==> src/rtl/sipo_frame_ctrl.sv <==
// ---------------------------------------------------------------------------
// sipo_frame_ctrl
//
// Frames a serial bit stream into WIDTH-bit words. Bits arrive LSB first and
// are shifted into a right-shifting register with the new bit entering at the
// MSB. After WIDTH qualified bits, the word is handed to a one-entry holding
// register that drives a valid/ready output port.
//
// The controller reports two error conditions:
//   - overrun: a finished word was dropped because the holding register was
//     still occupied.
//   - timeout: a frame was abandoned because no bit arrived for IDLE_TIMEOUT
//     consecutive cycles.
//
// Ports:
//   clk             rising-edge clock
//   reset           asynchronous, active-high reset
//   i_start         single-cycle pulse; begins or restarts a frame
//   i_bit_valid     qualifies i_bit_in
//   i_bit_in        serial data, LSB first
//   i_out_ready     consumer accepts o_out_data
//   o_out_data      latched word
//   o_out_valid     o_out_data holds an unconsumed word
//   o_busy          frame in progress
//   o_overrun       1-cycle pulse: completed word dropped
//   o_timeout_err   1-cycle pulse: frame aborted by inter-bit timeout
// ---------------------------------------------------------------------------
module sipo_frame_ctrl #(
    parameter int WIDTH        = 8,
    parameter int IDLE_TIMEOUT = 16
) (
    input  logic             clk,
    input  logic             reset,
    input  logic             i_start,
    input  logic             i_bit_valid,
    input  logic             i_bit_in,
    input  logic             i_out_ready,
    output logic [WIDTH-1:0] o_out_data,
    output logic             o_out_valid,
    output logic             o_busy,
    output logic             o_overrun,
    output logic             o_timeout_err
);

    localparam int CW = $clog2(WIDTH);

    // A disabled timeout still needs a 1-bit timer so the declarations stay legal.
    localparam int TW = (IDLE_TIMEOUT > 0) ? $clog2(IDLE_TIMEOUT + 1) : 1;

    localparam logic [CW-1:0] LAST_BIT   = CW'(WIDTH - 1);
    localparam logic [TW-1:0] TIMER_LAST = (IDLE_TIMEOUT > 0) ? TW'(IDLE_TIMEOUT - 1) : {TW{1'b0}};
    localparam logic [TW-1:0] TIMER_SAT  = (IDLE_TIMEOUT > 0) ? TW'(IDLE_TIMEOUT) : {TW{1'b1}};
    localparam logic          TIMEOUT_EN = (IDLE_TIMEOUT > 0);

    localparam logic [0:0] ST_IDLE  = 1'b0;
    localparam logic [0:0] ST_SHIFT = 1'b1;

    logic [0:0]       r_state;
    logic [WIDTH-1:0] r_shreg;
    logic [CW-1:0]    r_cnt;
    logic [TW-1:0]    r_timer;
    logic [WIDTH-1:0] r_out_data;
    logic             r_out_valid;
    logic             r_overrun;
    logic             r_timeout_err;

    logic             w_in_shift;
    logic             w_shift_en;
    logic             w_complete;
    logic             w_timeout;
    logic             w_free;
    logic             w_load;
    logic [WIDTH-1:0] w_shreg_next;

    // Bits are only accepted when no start is present. A start always wins
    // over completion and over timeout, so both are qualified with !i_start.
    assign w_in_shift   = (r_state == ST_SHIFT);
    assign w_shift_en   = w_in_shift && !i_start && i_bit_valid;
    assign w_complete   = w_shift_en && (r_cnt == LAST_BIT);
    assign w_timeout    = TIMEOUT_EN && w_in_shift && !i_start && !i_bit_valid
                          && (r_timer == TIMER_LAST);
    assign w_shreg_next = {i_bit_in, r_shreg[WIDTH-1:1]};

    // The holding register counts as free when it is empty, or when its current
    // word is being consumed on this same edge.
    assign w_free = !r_out_valid || i_out_ready;
    assign w_load = w_complete && w_free;

    always_ff @(posedge clk or posedge reset) begin
        if (reset) begin
            r_state       <= ST_IDLE;
            r_shreg       <= '0;
            r_cnt         <= '0;
            r_timer       <= '0;
            r_out_data    <= '0;
            r_out_valid   <= 1'b0;
            r_overrun     <= 1'b0;
            r_timeout_err <= 1'b0;
        end else begin
            r_overrun     <= w_complete && !w_free;
            r_timeout_err <= w_timeout;

            if (i_start) begin
                r_state <= ST_SHIFT;
                r_shreg <= '0;
                r_cnt   <= '0;
                r_timer <= '0;
            end else if (w_in_shift) begin
                if (i_bit_valid) begin
                    r_shreg <= w_shreg_next;
                    r_timer <= '0;
                    if (r_cnt == LAST_BIT) begin
                        r_state <= ST_IDLE;
                        r_cnt   <= '0;
                    end else begin
                        r_cnt <= r_cnt + 1'b1;
                    end
                end else if (w_timeout) begin
                    // The partial word is left in r_shreg. The next start
                    // clears it before it can be used.
                    r_state <= ST_IDLE;
                end else if (r_timer != TIMER_SAT) begin
                    r_timer <= r_timer + 1'b1;
                end
            end

            if (w_load) begin
                r_out_data  <= w_shreg_next;
                r_out_valid <= 1'b1;
            end else if (r_out_valid && i_out_ready) begin
                r_out_valid <= 1'b0;
            end
        end
    end

    assign o_out_data    = r_out_data;
    assign o_out_valid   = r_out_valid;
    assign o_busy        = w_in_shift;
    assign o_overrun     = r_overrun;
    assign o_timeout_err = r_timeout_err;

endmodule

==> config.mk <==
export PLATFORM = sky130hd
export DESIGN_NAME = sipo_frame_ctrl
export DESIGN_NICKNAME = d
export VERILOG_FILES = /design/src/rtl/sipo_frame_ctrl.sv
export SDC_FILE = /design/constraint.sdc
export NUM_CORES = 1
export LEC_CHECK = 0
export BUFFER_PORTS_ARGS = -buffer_cell sky130_fd_sc_hd__buf_2
export CAP_MARGIN = 20
export CELL_PAD_IN_SITES_DETAIL_PLACEMENT = 0
export CELL_PAD_IN_SITES_GLOBAL_PLACEMENT = 1
export CORE_ASPECT_RATIO = 1.1
export CORE_MARGIN = 2
export CORE_UTILIZATION = 50
export CTS_BUF_LIST = sky130_fd_sc_hd__clkbuf_4
export DETAILED_ROUTE_END_ITERATION = 8
export PLACE_DENSITY = 0.94
export SLEW_MARGIN = 20
export SYNTH_ARGS = -nofsm -noshare
export SYNTH_HDL_FRONTEND = slang
export SYNTH_SLANG_ARGS = --single-unit
==> constraint.sdc <==
create_clock -name clk -period 4.56 [get_ports clk]
set_input_delay 0 -clock clk [delete_from_list [all_inputs] [get_ports clk]]
set_output_delay 0 -clock clk [all_outputs]
set_load 0.01 [all_outputs]
==> results.md, run 1 <==
- CP endpoint kind: flip-flop
- Max-slew violations: 0
- GPL Wtd Cong: 0.771
- Vias: between 800 and 900
- Total nets after synthesis: about 120
- Root buffer cell: clkbuf_4
- WL/cell: between 10 and 15 µm
- Yosys warning count: 0
- Layout Cells excl Fill: about 160
- Drt first-iter violations: 21
- Die height: 56.8 µm
- Pint: around 0.29 mW
- Critical-path cell list: ha_1 > and3_1 > ha_1 > or2b_1 > nor4_1 > mux2_2
- CTS buffer count: 3
- Worst Setup Start Kind: flip-flop
- Core Region: ~0.0024 mm²
- Hold depth: 3
- Clk pwr share: 0.279
- Syn Area/Cell: approximately 11 µm²
- Final nets: 145
- Final Setup Violations: 0
- Largest family of logic cells by synthesized area: simple AND/OR/NAND/NOR gates
- Seq/Total Area, Yosys: 0.534
- Die area: approximately 0.0030 mm²
- Cell Pwr Density: roughly 260 mW/mm²
- CP Data Required Time: between 4 and 5 ns
- R2R Path End: r_timer[0]
- CP arrival: between 2 and 2.5 ns
- Switching power: between 0.08 and 0.09 mW
- Max Cap Viol: 0
- Cell Rows: 19
- Tot GR Track Use: 0.160
- Post-DP HPWL: roughly 1500 µm
- Hold Path Sink: o_busy
- XOR/XNOR Fraction of Synth Area: 0
- Synth area leader: dfrtp_1
- Buffers and inverters on the worst path: 0
- First-pass GRT wire length: 3540 µm
- Slew @ Worst Pin: ~0.55 ns
- Inserted Diodes: 0
- Vias in the first global route: ~860
- Async set or reset register ratio after synthesis: 1.00
- Most frequent cells in the layout: 27 x dfrtp_1, 25 x nand2_1, 17 x buf_2
- Synth Instances: ~110
- Hold WS: roughly 0.04 ns
- Boundary Pins: 18
- Compound-cell area share of the yosys netlist: 0.0751
- Static leakage: about 0.74 nW
- Final ANT Viol Nets: 0
- Crit path top cell by count: ha_1
- Post-synthesis mux area share: 0.104
- GRT overflow: 0
- Clk_lat worst skew: around 0.33 ns
- Reg2reg setup slack: approximately 2.6 ns
- Final WS setup: around 2.6 ns
- Switch share: 0.237
- CTS tree: built
- CP Max Fanout: 4
- Initial core utilization: 0.517
- Fin crit share: 0.433
- Antenna violations before repair: 0
- Slew HR: 0.634
- CTS clk-pin slew, worst paths: roughly 0.15 ns
- Die W: ~52 µm
- DR pass1 iterations: 4
- Flops & latches, synth: 27
- Final Instance Area: around 0.0014 mm²
- RSZ-0062 raised after global routing: false
- Pwr Total: around 0.37 mW
- Share of layout cells above drive strength 1: 0.263
- Worst R2R Start: r_timer[1]
- Hold Fails Final Rpt: 0
- Highest-delay cell along the critical path: dfrtp_1
- Layout area overhead: 12.0%
- Remaining DRCs: 0
- Synth Area in Simple Gates: 0.193
- Port Buffer Count: 17
- Vias per cell: about 5.2
- Critical path class: flip-flop to flip-flop
- Fin crit period: 1.98 ns
- Share of the synthesized area in the top cell type: 0.534
- Seq pwr share: 0.654
- Worst Hold Launch: i_bit_valid
- Final core occ: 0.579
- Library cells used by synthesis: 29
- Delay-heaviest family, CP: simple AND/OR/NAND/NOR gates
- Clock Path Buffers: 2
- Worst min path class: input port to flip-flop
- R2r worst-path depth: 6
- Fmax: between 0.5 and 0.6 GHz
- Number of synthesized flops with an enable pin: 0
- Dominant synthesized flop cell: dfrtp_1
- Placed Area: ~0.0013 mm²
- Synth area leaders: dfrtp_1 53%, mux2_4 9.5%, nand2_1 7.4%
- CTS Sinks: 27
- Post-synthesis adder-cell area fraction: 0.0494
- Mapped cell area: between 0.001 and 0.0015 mm²
- Final wirelength: between 2000 and 2500 µm
- Max Clock Skew: around 0.0062 ns
- Setup slack at placement: around 2.6 ns
- Commonest non-fill, non-tap cell in the layout: dfrtp_1
- CP max stage delay: around 0.44 ns
- Placed Cells: roughly 160
- Final setup TNS: 0 ns
- Comb pwr share: 0.066
- VDD IR max: between 0.00015 and 0.0002 V
- Status: finished, final reports clean
- # H-tree levels: 1
- Largest net degree at the start of global routing: 28
## synthesized netlist by cell type, drive strengths merged, types with 2 or more instances
| cell type | n |
|---|---|
| nand3b | 2 |
| o21ai | 3 |
| clkbuf | 2 |
| buf | 2 |
| and3 | 2 |
| nor2b | 2 |
| nor2 | 4 |
| mux2 | 9 |
| nand3 | 3 |
| nand2 | 25 |
| inv | 4 |
| a21oi | 11 |
| ha | 5 |
| dfrtp | 27 |
| nand2b | 2 |
## kinds of logic (layout without fill, tap and decap cells)
family,after synthesis,after routing
buffers and inverters,8,29
adder cells (fa/ha/maj),5,5
AO/OA/AOI/OAI,17,17
AND/OR/NAND/NOR,46,46
flip-flops,27,27
multiplexers,9,9
## repair_timing
action / CTS / global route
gates resized for setup: 0 / 0
hold buffers: 4 / 0
endpoints found under the setup margin: 0 / 0
endpoints found under the hold margin: 32 / 0
buffers inserted: 0 / 0
## worst min-delay path, delay by kind of cell
family / cells / cell delay, ns
compound gates: 1 / 0.14
simple gates: 1 / 0.07
buf+inv: 1 / 0.14
## power by group through the flow
stage / Clock [mW] / Combinational [mW] / Sequential (mW)
6_report: 0.105 / 0.0248 / 0.245
3_3_place_gp: 0 / 0.0217 / 0.249
2_1_floorplan: 0 / 0.0169 / 0.249
4_1_cts: 0.109 / 0.0252 / 0.245
5_1_grt: 0.118 / 0.0287 / 0.246
3_5_place_dp: 0 / 0.0223 / 0.250
## state kept, by name (all words and copies together), names as in the netlist
register / flops
o_overrun: 1
r_cnt: 3
r_shreg: 7
r_timer: 5
o_out_valid: 1
o_timeout_err: 1
o_busy: 1
o_out_data: 8
## area by class of cell
cell class,instances,area (µm²)
fillers,212,1030
flip-flops and latches,27,676
multi-input cells,77,533
repair buffers,21,125
well taps,31,38.8
clock buffers,3,22.5
inverters,4,15.0
clock inverters,1,7.51
## routing by layer
layer,share of wire,vias to the layer above,global-route usage
met5,0,-,0
met4,0.016,0,0.0677
met3,0.035,4,0.0266
met2,0.52,14,0.275
met1,0.43,410,0.193
li1,-,418,-
## worst max-delay path by stage
stage / end / from / slack (ns) / cells after the start
after floorplan: r_timer[3] / r_timer[0] / 2.81 / 7
after global placement: r_timer[3] / r_timer[1] / 2.74 / 7
after detailed placement: r_timer[0] / r_timer[1] / 2.62 / 6
after CTS: r_timer[0] / r_timer[1] / 2.59 / 6
after global routing: r_timer[2] / r_timer[1] / 2.43 / 7
final: r_timer[0] / r_timer[1] / 2.58 / 6
Note: power is estimated with default switching activity, not from simulation.
==> run 2, diff against run 1 <==
--- a/config.mk
+++ b/config.mk
@@ -5,16 +5,17 @@
 export SDC_FILE = /design/constraint.sdc
 export NUM_CORES = 1
 export LEC_CHECK = 0
+export ABC_AREA = 1
 export BUFFER_PORTS_ARGS = -buffer_cell sky130_fd_sc_hd__buf_2
 export CAP_MARGIN = 20
 export CELL_PAD_IN_SITES_DETAIL_PLACEMENT = 0
 export CELL_PAD_IN_SITES_GLOBAL_PLACEMENT = 1
 export CORE_ASPECT_RATIO = 1.1
 export CORE_MARGIN = 2
-export CORE_UTILIZATION = 50
+export CORE_UTILIZATION = 40
 export CTS_BUF_LIST = sky130_fd_sc_hd__clkbuf_4
 export DETAILED_ROUTE_END_ITERATION = 8
-export PLACE_DENSITY = 0.94
+export PLACE_DENSITY = 0.84
 export SLEW_MARGIN = 20
 export SYNTH_ARGS = -nofsm -noshare
 export SYNTH_HDL_FRONTEND = slang
==> constraint.sdc (replaced) <==
create_clock -name clk -period 1.6 [get_ports clk]
set_input_delay 0 -clock clk [delete_from_list [all_inputs] [get_ports clk]]
set_output_delay 0 -clock clk [all_outputs]
set_load 0.01 [all_outputs]
==> results.md, run 2 <==
- Layout Cells excl Fill: 189 (+15%)
- CTS Sinks: 27 (unchanged)
- Syn Area/Cell: 9.66 µm² (-15%)
- Root buffer cell: clkbuf_4
- Seq/Total Area, Yosys: 0.547 (+0.0130)
- Critical path class: flip-flop to flip-flop
- Clock Path Buffers: 2 (unchanged)
- Top cells by count, synth: 27 x dfrtp_1, 25 x nand2_1, 23 x inv_1
- Max-slew violations: 0 (unchanged)
- Worst Setup Start Kind: flip-flop
- Pint: 0.845 mW (+200%)
- Commonest non-fill, non-tap cell in the layout: dfrtp_1
- Port Buffer Count: 17 (unchanged)
- Most frequent cells in the layout: 27 x dfrtp_1, 25 x nand2_1, 23 x inv_1
- Cell Pwr Density: 748 mW/mm² (+180%)
- Post-DP HPWL: 1500 µm (+0.77%)
- Antenna violations before repair: 0 (unchanged)
- CP arrival: 1.62 ns (-0.63 ns)
- CP max stage delay: 0.41 ns (-0.03 ns)
- Final Setup Violations: 0 (unchanged)
- Mapped cell area: 0.00124 mm² (-2.4%)
- Final core occ: 0.487 (-0.0915)
- Final nets: 167 (+15%)
- Drt first-iter violations: 31 (+48%)
- Delay-heaviest family, CP: simple AND/OR/NAND/NOR gates
- Yosys warning count: 0 (unchanged)
- Vias in the first global route: 904 (+5.6%)
- Async set or reset register ratio after synthesis: 1.00 (unchanged)
- Worst min path class: input port to flip-flop
- Dominant synthesized flop cell: dfrtp_1
- Synth area leader: dfrtp_1
- Highest-delay cell along the critical path: dfrtp_1
- CP Max Fanout: 9 (+5)
- Slew @ Worst Pin: 0.376 ns (-0.172 ns)
- Vias: 910 (+7.6%)
- Die W: 57.0 µm (+9.7%)
- Largest net degree at the start of global routing: 28 (unchanged)
- CP Data Required Time: 1.80 ns (-3.03 ns)
- Total nets after synthesis: 139 (+13%)
- Number of synthesized flops with an enable pin: 0 (unchanged)
- Tot GR Track Use: 0.134 (-0.0264)
- Final wirelength: 2030 µm (-1.6%)
- Fin crit share: 0.887 (+0.453)
- RSZ-0062 raised after global routing: false
- Final Instance Area: 0.00146 mm² (+3.0%)
- Fmax: 0.705 GHz (+39%)
- Synth Instances: 128 (+14%)
- Seq. cell area: 676 µm² (unchanged)
- WL/cell: 10.7 µm (-15%)
- Static leakage: 0.765 nW (+3.0%)
- CTS buffer count: 3 (unchanged)
- Cell Rows: 21 (+2)
- Multi-input logic area: 467 µm² (-12%)
- Die height: 62.3 µm (+9.7%)
- Buffers and inverters on the worst path: 0 (unchanged)
- Max Clock Skew: 0.00423 ns (-0.00192 ns)
- Clk_lat worst skew: 0.31 ns (-0.02 ns)
- Clk pwr share: 0.277 (-0.002)
- Max reg flops: 8 (unchanged)
- Most frequent cell after synthesis: dfrtp_1
- GRT overflow: 0 (unchanged)
- Boundary Pins: 18 (unchanged)
- Library cells used by synthesis: 23 (-21%)
- # H-tree levels: 1 (unchanged)
- VDD IR max: 0.000382 V (+100%)
- Share of the synthesized area in the top cell type: 0.547 (+0.0130)
- Layout area overhead: 18.1%
- Seq pwr share: 0.644 (-0.010)
- Final setup TNS: 0 ns (unchanged)
- Remaining DRCs: 0 (unchanged)
- CTS tree: built
- Slew HR: 0.748 (+0.113)
- Status: finished, final reports clean
- Hold Fails Final Rpt: 0 (unchanged)
- Die area: 0.00355 mm² (+20%)
- GPL Wtd Cong: 0.823 (+6.8%)
- Filler cells: 303 (+43%)
- Inserted Diodes: 0 (unchanged)
- DR pass1 iterations: 4 (unchanged)
- Core Region: 0.00300 mm² (+22%)
- Comb pwr share: 0.080 (+0.014)
- Vias per cell: 4.81 (-6.7%)
- Flops & latches, synth: 27 (unchanged)
- Synth area leaders: dfrtp_1 55%, nand2_1 7.6%, inv_1 7.0%
- Placed Area: 0.00137 mm² (+1.7%)
- Initial core utilization: 0.413 (-0.104)
- Placed Cells: 180 (+15%)
- Max Cap Viol: 0 (unchanged)
- Fin crit period: 1.42 ns (-0.557 ns)
- Switching power: 0.247 mW (+180%)
- Switch share: 0.226 (-0.0109)
- First-pass GRT wire length: 3820 µm (+7.8%)
- Share of layout cells above drive strength 1: 0.271 (+0.00781)
- CP endpoint kind: flip-flop
- CTS clk-pin slew, worst paths: 0.14 ns (about the same)
- Critical-path cell list: ha_1 > nand2_1 > nor2_1 > ha_1 > nand3_2 > nand3_4 > nand2_1 > o21ai_0
- Final ANT Viol Nets: 0 (unchanged)
-- run 2: changes by cell type after synthesis, sizes merged, moves of 5 or more --
cell,change
inv,+20
mux2,-9
o21ai,+14
a21oi,-11
o22ai,+8
nand3,+5
-- run 2: cell type report --
class	count	share of cell area
clock buffer	4	0.0206
inverter	24	0.0617
multi-input combinational	75	0.320
sequential	27	0.463
tap	34	0.0291
timing repair buffer	25	0.106
-- run 2: path summary, 6_finish.rpt --
check / startpoint / endpoint / slack [ns] / cells after the start
max reg2reg: r_timer[0] / r_timer[4] / 0.18 / 8
max: r_timer[0] / r_timer[4] / 0.18 / 8
min in group asynchronous: reset / r_timer[0] / 0.26 / 4
min reg2reg: o_out_data[5] / o_out_data[5] / 0.49 / 2
min: i_bit_valid / o_overrun / 0.05 / 3
max in group asynchronous: reset / r_shreg[5] / 1.09 / 4
-- run 2: metal layers --
metal	vias up	routed length [µm]	GRT usage
met5	-	0	0
met4	0	19	0.0523
met3	2	80	0.0250
met2	15	1010	0.227
met1	428	915	0.166
li1	465	-	-
-- run 2: kinds of logic after synthesis --
kind of cell	count (synthesis)	share of synthesized area
DFF	27	0.547
AOI/OAI and AO/OA	25	0.134
adders and majority gates	5	0.0506
buffers and inverters	26	0.0860
and+or+nand+nor	45	0.183
-- run 2: power groups by stage --
stage	registers, mW	logic [mW]	clock network (mW)
after global routing	0.706	0.104	0.344
after floorplan	0.717	0.0513	0
after CTS	0.705	0.0848	0.318
final	0.703	0.0872	0.302
after global placement	0.716	0.0760	0
after detailed placement	0.717	0.0787	0
-- run 2: stage by stage --
step                hold WS, ns  total power, mW  worst slack [ns]
finish                   0.0475             1.09             0.182
floorplan                0.0527            0.768             0.203
CTS                     0.00270             1.11            0.0224
global route             0.0583             1.15            0.0599
global placement         0.0707            0.792             0.132
detailed placement       0.0837            0.796            0.0259
-- run 2: what timing repair did --
action	in CTS	in global routing
gates cloned	0	0
setup endpoints to repair	1	5
endpoints found under the hold margin	31	1
hold buffers	3	1
setup buffers	0	1
gates resized for setup	1	2
-- run 2: worst register-to-register path, delay by kind of cell (launching register included) --
family,cells,cell delay [ns]
AOI/OAI and AO/OA,1,0.08
adders and majority gates,2,0.39
DFF,1,0.41
and+or+nand+nor,5,0.45
==> run 3, diff against run 2 <==
--- a/config.mk
+++ b/config.mk
@@ -5,17 +5,18 @@
 export SDC_FILE = /design/constraint.sdc
 export NUM_CORES = 1
 export LEC_CHECK = 0
-export ABC_AREA = 1
+export ABC_AREA = 0
 export BUFFER_PORTS_ARGS = -buffer_cell sky130_fd_sc_hd__buf_2
 export CAP_MARGIN = 20
 export CELL_PAD_IN_SITES_DETAIL_PLACEMENT = 0
 export CELL_PAD_IN_SITES_GLOBAL_PLACEMENT = 1
 export CORE_ASPECT_RATIO = 1.1
 export CORE_MARGIN = 2
-export CORE_UTILIZATION = 40
+export CORE_UTILIZATION = 42
 export CTS_BUF_LIST = sky130_fd_sc_hd__clkbuf_4
 export DETAILED_ROUTE_END_ITERATION = 8
-export PLACE_DENSITY = 0.84
+export PLACE_DENSITY = 0.85
+export SETUP_SLACK_MARGIN = 0.4
 export SLEW_MARGIN = 20
 export SYNTH_ARGS = -nofsm -noshare
 export SYNTH_HDL_FRONTEND = slang
==> results.md, run 3 (synthesis results as in run 1) <==
- Critical path class: flip-flop to flip-flop
- Clk_lat worst skew: 0.33 ns (+0.02 ns)
- Max reg flops: 8 (unchanged)
- Placed Cells: 166 (-7.8%)
- Most frequent cells in the layout: 26 x dfrtp_1, 23 x nand2_1, 17 x buf_2
- Highest-delay cell along the critical path: or4b_1
- CP max stage delay: 0.51 ns (+0.10 ns)
- Clk pwr share: 0.277 (about the same)
- Die height: 61.6 µm (-1.2%)
- Vias: 886 (-2.6%)
- Final setup TNS: -0.130 ns (-0.130 ns)
- CTS clk-pin slew, worst paths: 0.15 ns (about the same)
- Critical-path cell list: ha_2 > and3_4 > ha_4 > nand2b_4 > a21oi_4 > or4b_1 > nand3_1
- Boundary Pins: 18 (unchanged)
- Die area: 0.00347 mm² (-2.3%)
- Cell Pwr Density: 657 mW/mm² (-12%)
- Final wirelength: 2270 µm (+12%)
- Comb pwr share: 0.082 (+0.002)
- Switch share: 0.241 (+0.0146)
- RSZ-0062 raised after global routing: true
- First-pass GRT wire length: 4040 µm (+5.8%)
- CP Data Required Time: 1.88 ns (+0.08 ns)
- Tot GR Track Use: 0.155 (+0.0210)
- Vias in the first global route: 937 (+3.7%)
- Final Instance Area: 0.00166 mm² (+13%)
- Reg2reg setup slack: -0.09 ns (-0.27 ns)
- Switching power: 0.262 mW (+6.1%)
- Final Setup Violations: 3 (+3)
- Max Clock Skew: 0.00550 ns (+0.00127 ns)
- Final ANT Viol Nets: 0 (unchanged)
- Max-slew violations: 0 (unchanged)
- Layout Cells excl Fill: 180 (-4.8%)
- Max Cap Viol: 0 (unchanged)
- Status: complete, but fails checks
- Initial core utilization: 0.448 (+0.0351)
- DR pass1 iterations: 4 (unchanged)
- Setup slack at placement: -0.124 ns (-0.150 ns)
- Clock Path Buffers: 2 (unchanged)
- Delay-heaviest family, CP: simple AND/OR/NAND/NOR gates
- Buffers and inverters on the worst path: 0 (unchanged)
- Fin crit share: 1.05 (+0.168)
- Hold Fails Final Rpt: 0 (unchanged)
- Vias per cell: 4.92 (+2.2%)
- Share of layout cells above drive strength 1: 0.435 (+0.164)
- Seq pwr share: 0.641 (-0.003)
- Remaining DRCs: 0 (unchanged)
- Fin crit period: 1.69 ns (+0.268 ns)
- VDD IR max: 0.000491 V (+28%)
- WL/cell: 12.6 µm (+17%)
- Final WS setup: -0.0867 ns (-0.268 ns)
- CP Max Fanout: 4 (-5)
- CTS Sinks: 27 (unchanged)
- Die W: 56.4 µm (-1.1%)
- Layout area overhead: 30.8%
- Violated checks: setup timing
- Worst Setup Start Kind: flip-flop
- # H-tree levels: 1 (unchanged)
- GPL Wtd Cong: 0.761 (-7.6%)
- Post-DP HPWL: 1540 µm (+2.6%)
- Worst min path class: input port to flip-flop
- CP endpoint kind: flip-flop
- GRT overflow: 0 (unchanged)
- Slew @ Worst Pin: 0.355 ns (-0.0214 ns)
- CTS tree: built
- Fmax: 0.593 GHz (-16%)
- Inserted Diodes: 0 (unchanged)
- Pint: 0.827 mW (-2.2%)
- Slew HR: 0.763 (+0.0159)
- Antenna violations before repair: 0 (unchanged)
- Placed Area: 0.00148 mm² (+7.8%)
- Core Region: 0.00283 mm² (-5.6%)
- Drt first-iter violations: 24 (-23%)
- Cell Rows: 20 (-4.8%)
- Static leakage: 0.829 nW (+8.4%)
- Port Buffer Count: 17 (unchanged)
- Final nets: 159 (-4.8%)
- Commonest non-fill, non-tap cell in the layout: dfrtp_1
- CTS buffer count: 3 (unchanged)
- CP arrival: 1.96 ns (+0.34 ns)
- Largest net degree at the start of global routing: 28 (unchanged)
- Root buffer cell: clkbuf_4
run 3: changes by cell type in the layout (fill, tap and decap cells not counted), sizes merged, moves of 5 or more:
cell,change
o22ai,-8
mux2,+9
nand3,-5
inv,-20
buf,+11
o21ai,-14
a21oi,+11
run 3: stage by stage:
step                      power, mW  hold WS (ns)  utilization
after floorplan               0.760        0.0526            -
after global placement        0.782        0.0733        0.522
after detailed placement      0.785        0.0806        0.522
after CTS                      1.10        0.0230        0.562
after global routing           1.14        0.0610        0.586
final                          1.09        0.0564        0.586
run 3: power by group through the flow:
stage | Clock [mW] | Combinational (mW) | Sequential (mW)
finish | 0.302 | 0.0894 | 0.698
global route | 0.343 | 0.102 | 0.699
CTS | 0.315 | 0.0867 | 0.698
detailed placement | 0 | 0.0738 | 0.711
global placement | 0 | 0.0715 | 0.711
floorplan | 0 | 0.0504 | 0.710
run 3: final timing paths:
| check | from | end | cells past startpoint |
|---|---|---|---|
| min reg2reg | o_out_data[7] | o_out_data[7] | 1 |
| min | i_start | r_cnt[0] | 2 |
| min in group asynchronous | reset | o_out_data[1] | 4 |
| max | r_timer[1] | r_timer[3] | 7 |
| max in group asynchronous | reset | o_busy | 4 |
| max reg2reg | r_timer[1] | r_timer[3] | 7 |
run 3: timing repair:
item                       CTS  global route
pin swaps                    8             9
gates resized for setup      3            11
hold endpoints to repair    31             0
setup endpoints to repair   16            23
hold buffers                 3             0
setup buffers                5             2
run 3: cell type report:
type,instances,area [µm²]
repair buffers,35,255
inverters,4,15.0
clock buffers,3,22.5
clock inverters,1,7.51
fillers,221,1170
flip-flops and latches,27,677
multi-input cells,77,638
well taps,33,41.3
run 3: layer usage:
metal | part of all wire | GRT usage | routed length, µm
met2 | 0.47 | 0.266 | 1060
met3 | 0.037 | 0.0252 | 85
met4 | 0.022 | 0.0952 | 49
met5 | 0 | 0 | 0
met1 | 0.47 | 0.187 | 1070
